File: config.mk
export PLATFORM = sky130hd
export DESIGN_NAME = register_dump_unit
export DESIGN_NICKNAME = d
export VERILOG_FILES = /design/src/rtl/register_dump_pkg.sv /design/src/rtl/register_dump_unit_serializer.sv /design/src/rtl/register_dump_unit.sv
export SDC_FILE = /design/constraint.sdc
export NUM_CORES = 1
export LEC_CHECK = 0
export ABC_AREA = 1
export BUFFER_PORTS_ARGS = -buffer_cell sky130_fd_sc_hd__buf_2
export CAP_MARGIN = 20
export CORE_MARGIN = 3
export CORE_UTILIZATION = 25
export DETAILED_ROUTE_END_ITERATION = 10
export PLACE_DENSITY_LB_ADDON = 0.05
export SYNTH_ARGS = -nofsm -noshare
export SYNTH_HDL_FRONTEND = slang
export SYNTH_SLANG_ARGS = --single-unit
File: constraint.sdc
create_clock -name i_clk -period 1.5 [get_ports i_clk]
set_input_delay 0.45 -clock i_clk [delete_from_list [all_inputs] [get_ports i_clk]]
set_output_delay 0.45 -clock i_clk [all_outputs]
set_load 0.01 [all_outputs]
File: src/rtl/register_dump_pkg.sv
// register_dump_pkg
// Shared constants for the register dump unit: FSM state encoding, the
// bytes-per-word constant for the default geometry, and the checksum init value.
// Optional feature macro used by the importing RTL: REG_DUMP_CHECKSUM_EN.
package register_dump_pkg;

  localparam int unsigned NB_STATE = 3;

  localparam logic [NB_STATE-1:0] ST_IDLE = 3'd0;
  localparam logic [NB_STATE-1:0] ST_LOAD = 3'd1;
  localparam logic [NB_STATE-1:0] ST_SEND = 3'd2;
  localparam logic [NB_STATE-1:0] ST_NEXT = 3'd3;
  localparam logic [NB_STATE-1:0] ST_CSUM = 3'd4;
  localparam logic [NB_STATE-1:0] ST_FIN  = 3'd5;

  localparam int unsigned DEFAULT_NB_DATA = 32;
  localparam int unsigned DEFAULT_NB_BYTE = 8;
  localparam int unsigned BYTES_PER_WORD  = DEFAULT_NB_DATA / DEFAULT_NB_BYTE;

  localparam int unsigned CSUM_INIT = 0;

  // Bytes per word for an arbitrary geometry (NB_DATA is a multiple of NB_BYTE).
  function automatic int unsigned bytes_per_word(input int unsigned nb_data,
                                                 input int unsigned nb_byte);
    return nb_data / nb_byte;
  endfunction

endpackage

File: src/rtl/register_dump_unit_serializer.sv
// word_to_byte_serializer
// Loads one word and presents it as bytes, least-significant byte first, on a
// valid/ready interface. o_tx_valid/o_tx_data come straight from registers so
// they never depend combinationally on i_tx_ready.
// Ports:
//   i_clk, i_reset       clock, synchronous active-high reset
//   i_load_i             capture i_word_i and start presenting bytes
//   i_load_single_i      treat the loaded word as a single byte (low byte only)
//   i_word_i             word to serialize
//   o_tx_data_o          current byte
//   o_tx_valid_o         current byte valid
//   i_tx_ready_i         downstream accepts the byte this cycle
//   o_last_accept_o      the byte accepted this cycle is the word's last
module word_to_byte_serializer
  import register_dump_pkg::*;
#(
  parameter int unsigned NB_DATA = 32,
  parameter int unsigned NB_BYTE = 8
) (
  input  logic               i_clk,
  input  logic               i_reset,
  input  logic               i_load_i,
  input  logic               i_load_single_i,
  input  logic [NB_DATA-1:0] i_word_i,
  output logic [NB_BYTE-1:0] o_tx_data_o,
  output logic               o_tx_valid_o,
  input  logic               i_tx_ready_i,
  output logic               o_last_accept_o
);

  localparam int unsigned BPW    = bytes_per_word(NB_DATA, NB_BYTE);
  localparam int unsigned NB_CNT = (BPW > 1) ? $clog2(BPW) : 1;
  localparam logic [NB_CNT-1:0] LAST_CNT = NB_CNT'(BPW - 1);

  logic [NB_DATA-1:0] shift_q, shift_d;
  logic [NB_CNT-1:0]  cnt_q, cnt_d;
  logic               valid_q, valid_d;
  logic               accept;

  assign accept          = valid_q && i_tx_ready_i;
  assign o_last_accept_o = accept && (cnt_q == LAST_CNT);
  assign o_tx_data_o     = shift_q[NB_BYTE-1:0];
  assign o_tx_valid_o    = valid_q;

  always_comb begin
    shift_d = shift_q;
    cnt_d   = cnt_q;
    valid_d = valid_q;
    if (i_load_i) begin
      shift_d = i_word_i;
      // A single-byte load starts at the last count so one accept ends it.
      cnt_d   = i_load_single_i ? LAST_CNT : '0;
      valid_d = 1'b1;
    end else if (accept) begin
      shift_d = shift_q >> NB_BYTE;
      if (cnt_q == LAST_CNT) begin
        cnt_d   = '0;
        valid_d = 1'b0;
      end else begin
        cnt_d = cnt_q + NB_CNT'(1);
      end
    end
  end

  always_ff @(posedge i_clk) begin
    if (i_reset) begin
      shift_q <= '0;
      cnt_q   <= '0;
      valid_q <= 1'b0;
    end else begin
      shift_q <= shift_d;
      cnt_q   <= cnt_d;
      valid_q <= valid_d;
    end
  end

endmodule

File: src/rtl/register_dump_unit.sv
// register_dump_unit
// On i_start (while idle) sweeps register addresses 0..N_REGISTERS-1, reads each
// word through the bank's combinational read port and streams it out as bytes
// (LSB first) over a valid/ready interface toward the UART transmitter.
// Optional macro REG_DUMP_CHECKSUM_EN: appends one byte holding the XOR of all
// transmitted bytes after the last register.
// Ports:
//   i_clk, i_reset   clock, synchronous active-high reset
//   i_start          one-cycle dump request, ignored unless idle
//   o_rd_addr        registered bank read address
//   i_rd_data        bank read data (combinational from o_rd_addr)
//   o_tx_data        byte to transmit
//   o_tx_valid       o_tx_data valid
//   i_tx_ready       transmitter accepts this cycle
//   o_busy           dump in progress
//   o_done           one-cycle pulse at the end of a dump
module register_dump_unit
  import register_dump_pkg::*;
#(
  parameter int unsigned NB_DATA     = 32,
  parameter int unsigned NB_ADDRESS  = 5,
  parameter int unsigned N_REGISTERS = 32,
  parameter int unsigned NB_BYTE     = 8
) (
  input  logic                  i_clk,
  input  logic                  i_reset,
  input  logic                  i_start,
  output logic [NB_ADDRESS-1:0] o_rd_addr,
  input  logic [NB_DATA-1:0]    i_rd_data,
  output logic [NB_BYTE-1:0]    o_tx_data,
  output logic                  o_tx_valid,
  input  logic                  i_tx_ready,
  output logic                  o_busy,
  output logic                  o_done
);

  localparam logic [NB_ADDRESS-1:0] LAST_ADDR = NB_ADDRESS'(N_REGISTERS - 1);

  logic [NB_STATE-1:0]   state_q, state_d;
  logic [NB_ADDRESS-1:0] addr_q, addr_d;
  logic                  done_q, busy_q;

  logic                  ser_load;
  logic                  ser_single;
  logic [NB_DATA-1:0]    ser_word;
  logic                  ser_last_accept;

`ifdef REG_DUMP_CHECKSUM_EN
  logic [NB_BYTE-1:0] csum_q, csum_d;

  always_comb begin
    csum_d = csum_q;
    if (state_q == ST_IDLE && i_start)
      csum_d = NB_BYTE'(CSUM_INIT);
    else if (state_q == ST_SEND && o_tx_valid && i_tx_ready)
      csum_d = csum_q ^ o_tx_data;
  end

  always_ff @(posedge i_clk) begin
    if (i_reset) csum_q <= NB_BYTE'(CSUM_INIT);
    else         csum_q <= csum_d;
  end
`endif

  always_comb begin
    state_d    = state_q;
    addr_d     = addr_q;
    ser_load   = 1'b0;
    ser_single = 1'b0;
    ser_word   = i_rd_data;
    case (state_q)
      ST_IDLE: begin
        if (i_start) begin
          addr_d  = '0;
          state_d = ST_LOAD;
        end
      end
      ST_LOAD: begin
        // The only cycle i_rd_data is captured; later bank writes cannot
        // disturb the word in flight.
        ser_load = 1'b1;
        state_d  = ST_SEND;
      end
      ST_SEND: begin
        if (ser_last_accept) state_d = ST_NEXT;
      end
      ST_NEXT: begin
        if (addr_q == LAST_ADDR) begin
`ifdef REG_DUMP_CHECKSUM_EN
          ser_load   = 1'b1;
          ser_single = 1'b1;
          ser_word   = NB_DATA'(csum_q);
          state_d    = ST_CSUM;
`else
          state_d    = ST_FIN;
`endif
        end else begin
          addr_d  = addr_q + NB_ADDRESS'(1);
          state_d = ST_LOAD;
        end
      end
`ifdef REG_DUMP_CHECKSUM_EN
      ST_CSUM: begin
        if (ser_last_accept) state_d = ST_FIN;
      end
`endif
      ST_FIN:  state_d = ST_IDLE;
      default: state_d = ST_IDLE;
    endcase
  end

  always_ff @(posedge i_clk) begin
    if (i_reset) begin
      state_q <= ST_IDLE;
      addr_q  <= '0;
      done_q  <= 1'b0;
      busy_q  <= 1'b0;
    end else begin
      state_q <= state_d;
      addr_q  <= addr_d;
      // Done pulses the cycle after FIN; busy stays up through that cycle.
      done_q  <= (state_q == ST_FIN);
      busy_q  <= (state_d != ST_IDLE) || (state_q == ST_FIN);
    end
  end

  word_to_byte_serializer #(
    .NB_DATA (NB_DATA),
    .NB_BYTE (NB_BYTE)
  ) u_ser (
    .i_clk           (i_clk),
    .i_reset         (i_reset),
    .i_load_i        (ser_load),
    .i_load_single_i (ser_single),
    .i_word_i        (ser_word),
    .o_tx_data_o     (o_tx_data),
    .o_tx_valid_o    (o_tx_valid),
    .i_tx_ready_i    (i_tx_ready),
    .o_last_accept_o (ser_last_accept)
  );

  assign o_rd_addr = addr_q;
  assign o_busy    = busy_q;
  assign o_done    = done_q;

endmodule

==> metrics.md <==
| Metric | Value |
|---|---|
| Clk Latency, worst-skew pair | `0.30 ns` |
| Unrepaired setup endpoints after global routing | `no` |
| Ys flop type | `dfxtp_1` |
| Leakage | `1.09 nW` |
| Per-cell routed wire length | `12.2 microns` |
| Largest cells by area after synthesis | `dfxtp_1 46%, nand2_1 19%, a21oi_1 8.1%` |
| Post-cts sizing count | `0` |
| Worst min path class | `in -> reg` |
| Comb power frac | `0.146` |
| Placed cells | `415` |
| CTS Root Cell | `clkbuf_8` |
| Clock share of power | `0.360` |
| Count leader, synth | `nand2_1` |
| Multi-input gate area | `881 sq um` |
| Ys async rst share | `0` |
| Number of warning messages in the yosys log | `0` |
| CP most frequent cell | `nor2_1` |
| Top-area cell type share of the netlist area | `0.458` |
| Initial Utilization | `0.264` |
| Status | `completed` |
| Crit Path Max Fanout | `4` |
| Core area | `7450 sq um` |
| Post-synth top cells | `102 x nand2_1, 45 x dfxtp_1, 32 x a21oi_1` |
| Post-synth EDFFs | `0` |
| Int Power | `0.00199 W` |
| Setup violations, final | `0` |
| Avg Inst Size Synth | `7.15 sq um` |
| Buf/Inv on CP | `1` |
| Fill count | `876` |
| Num rows | `31` |
| Number of synthesized register bits | `45` |
| Worst vdd ir | `0.405 mV` |
| Worst EP required | `1.70 ns` |
| Maximum clock frequency | `736 MHz` |
| Mapped Nets | `314` |
| Number of buffers created by CTS | `5` |
| Synth-to-layout area growth | `25.1%` |
| Maximum number of pins on one net before global-route repair | `27` |
| Crit end category | `register` |
| Seq pwr share | `0.494` |
| Quantity of hold-fixing buffers added after cts | `0` |
| CTS tree | `yes` |
| Fin crit period | `1.36 ns` |
| Final count of pins violating max slew | `0` |
| Die area | `8960 sq um` |
| Pwr dens | `1090 nW/um^2` |
| Port-buffer cells | `51` |
| Router iterations before antenna repair | `4` |
| Slew @ Worst Pin | `0.253 ns` |
| GRT Total Usage | `0.123` |
| Initial DRC count | `70` |
| Highest metal used | `met4` |
| Clock Sinks | `45` |
| Met1 Wirelength | `2630 microns` |
| Die Ht | `94.7 microns` |
| Seq/Total Area, Yosys | `0.458` |
| GRT overflow | `0` |
| Detail Route Antenna Nets | `0` |
| Share of cells above drive strength 1 | `0.250` |
| Relative slew slack | `0.831` |
| Post-Route WL | `5170 microns` |
| Post-Layout Cell Count | `423` |
| Post-synth top area cell | `dfxtp_1` |
| Setup Fix Bufs, Post-CTS | `0` |
| Worst reg-to-reg setup slack | `0.14 ns` |
| Crit path launch type | `register` |
| Critical-path top delay cell | `dfxtp_1` |
| Die Wd | `94.7 microns` |
| Met2 WL | `2230 microns` |
| Via count | `1812` |
| Final number of hold-violating endpoints | `0` |
| NetSw | `0.000687 W` |
| Final HPWL DP | `3760 microns` |
| Design area | `2460 sq um` |
| Setup TNS | `0 ns` |
| DRC | `0` |
| WP data arrival | `1.55 ns` |
| CP Class | `reg -> reg` |
| Final WS setup | `0.141 ns` |
| Worst-path clk slew | `0.08 ns` |
| Max-cap violations | `0` |
| First-pass GRT wire length | `8580 microns` |
| Vias in the first global route | `1791` |
| DP Area | `2330 sq um` |
| Syn Std Cell Area | `1970 sq um` |
| Tcrit/Tclk final | `0.906` |
| Worst path max stage delay | `0.34 ns` |
| Sw frac | `0.257` |
| Netlist cell types | `22` |
| Post-DR vias/cell | `4.28` |
| WL met3 | `229 microns` |
| Gate Count Post-Synth | `275` |
| I/O Pins | `52` |
| Diodes inserted | `0` |
| Max clock buf depth | `2` |
| Cell chain of the critical path | `ha_1, nand2_1, nor2_1, ha_2, nor2_2, nor2_1, nor2_1, o21ai_0, inv_1` |
| Level count of the clock H-tree | `2` |
| Fin Hold WS | `0.397 ns` |
| Nets@finish | `362` |
| GPL Wtd Cong | `0.773` |
| DP Worst Slack | `0.0788 ns` |
| Crit path max-delay family | `simple AND/OR/NAND/NOR gates` |
| Antenna violations before repair | `0` |
| Clock Skew | `0.00344 ns` |
| FF/Latch Area | `903 sq um` |
## metrics by stage
| step | utilization | power [W] |
|---|---|---|
| CTS | 0.328 | 0.00272 |
| global placement | 0.313 | 0.00175 |
| floorplan | - | 0.00161 |
| global route | 0.330 | 0.00283 |
| finish | 0.330 | 0.00268 |
| detailed placement | 0.313 | 0.00174 |
## cell usage in the layout (no fill, tap or decap), types with 3 or more instances in the layout
cell type,count
inv_1,9
o21ai_0,25
buf_2,51
a21oi_1,32
nor2_1,12
dfxtp_1,43
nand2_1,101
buf_12,3
a31oi_1,8
buf_4,9
nor3_1,4
clkbuf_8,6
## flip-flops by register name, summed over array words and instances (netlist names)
register            count
u_ser.shift_q          32
o_rd_addr               5
state_q                 3
u_ser.cnt_q             2
o_busy                  1
o_done                  1
u_ser.o_tx_valid_o      1
## cell type report
cell class / instances / area share
clock buffer: 7 / 0.0351
clock inverter: 1 / 0.0122
inverter: 13 / 0.0209
multi-input combinational: 195 / 0.358
sequential: 45 / 0.367
tap: 99 / 0.0504
timing repair buffer: 63 / 0.156
## power groups by stage
stage	Sequential, W	Combinational (W)	Clock, W
floorplan	0.00134	0.000263	0
global placement	0.00135	0.000394	0
detailed placement	0.00135	0.000394	0
CTS	0.00132	0.000396	0.00100
global route	0.00133	0.000448	0.00105
finish	0.00132	0.000389	0.000964
## kinds of logic after synthesis
kind of cell / share of synthesized area
AO/OA/AOI/OAI: 0.182
flip-flops: 0.458
buffers and inverters: 0.0993
AND/OR/NAND/NOR: 0.241
adder cells (fa/ha/maj): 0.0191
## path summary, 6_finish.rpt
check             cells after the start                end         startpoint
hold reg to reg                       2  u_ser.shift_q[22]  u_ser.shift_q[22]
setup / recovery                      9       o_rd_addr[0]       o_rd_addr[1]
setup reg to reg                      9       o_rd_addr[0]       o_rd_addr[1]
hold / removal                        3  u_ser.shift_q[25]      i_rd_data[25]
## per-layer routing
metal / vias up / track usage
li1: 979 / -
met1: 794 / 0.164
met2: 32 / 0.193
met3: 7 / 0.0271
met4: 0 / 0.0433
met5: - / 0
## worst min-delay path, delay by kind of cell
kind	cells	cell delay, ns
buf+inv	1	0.09
compound gates	1	0.05
simple gates	1	0.05
Note: power is estimated with default switching activity, not from simulation.
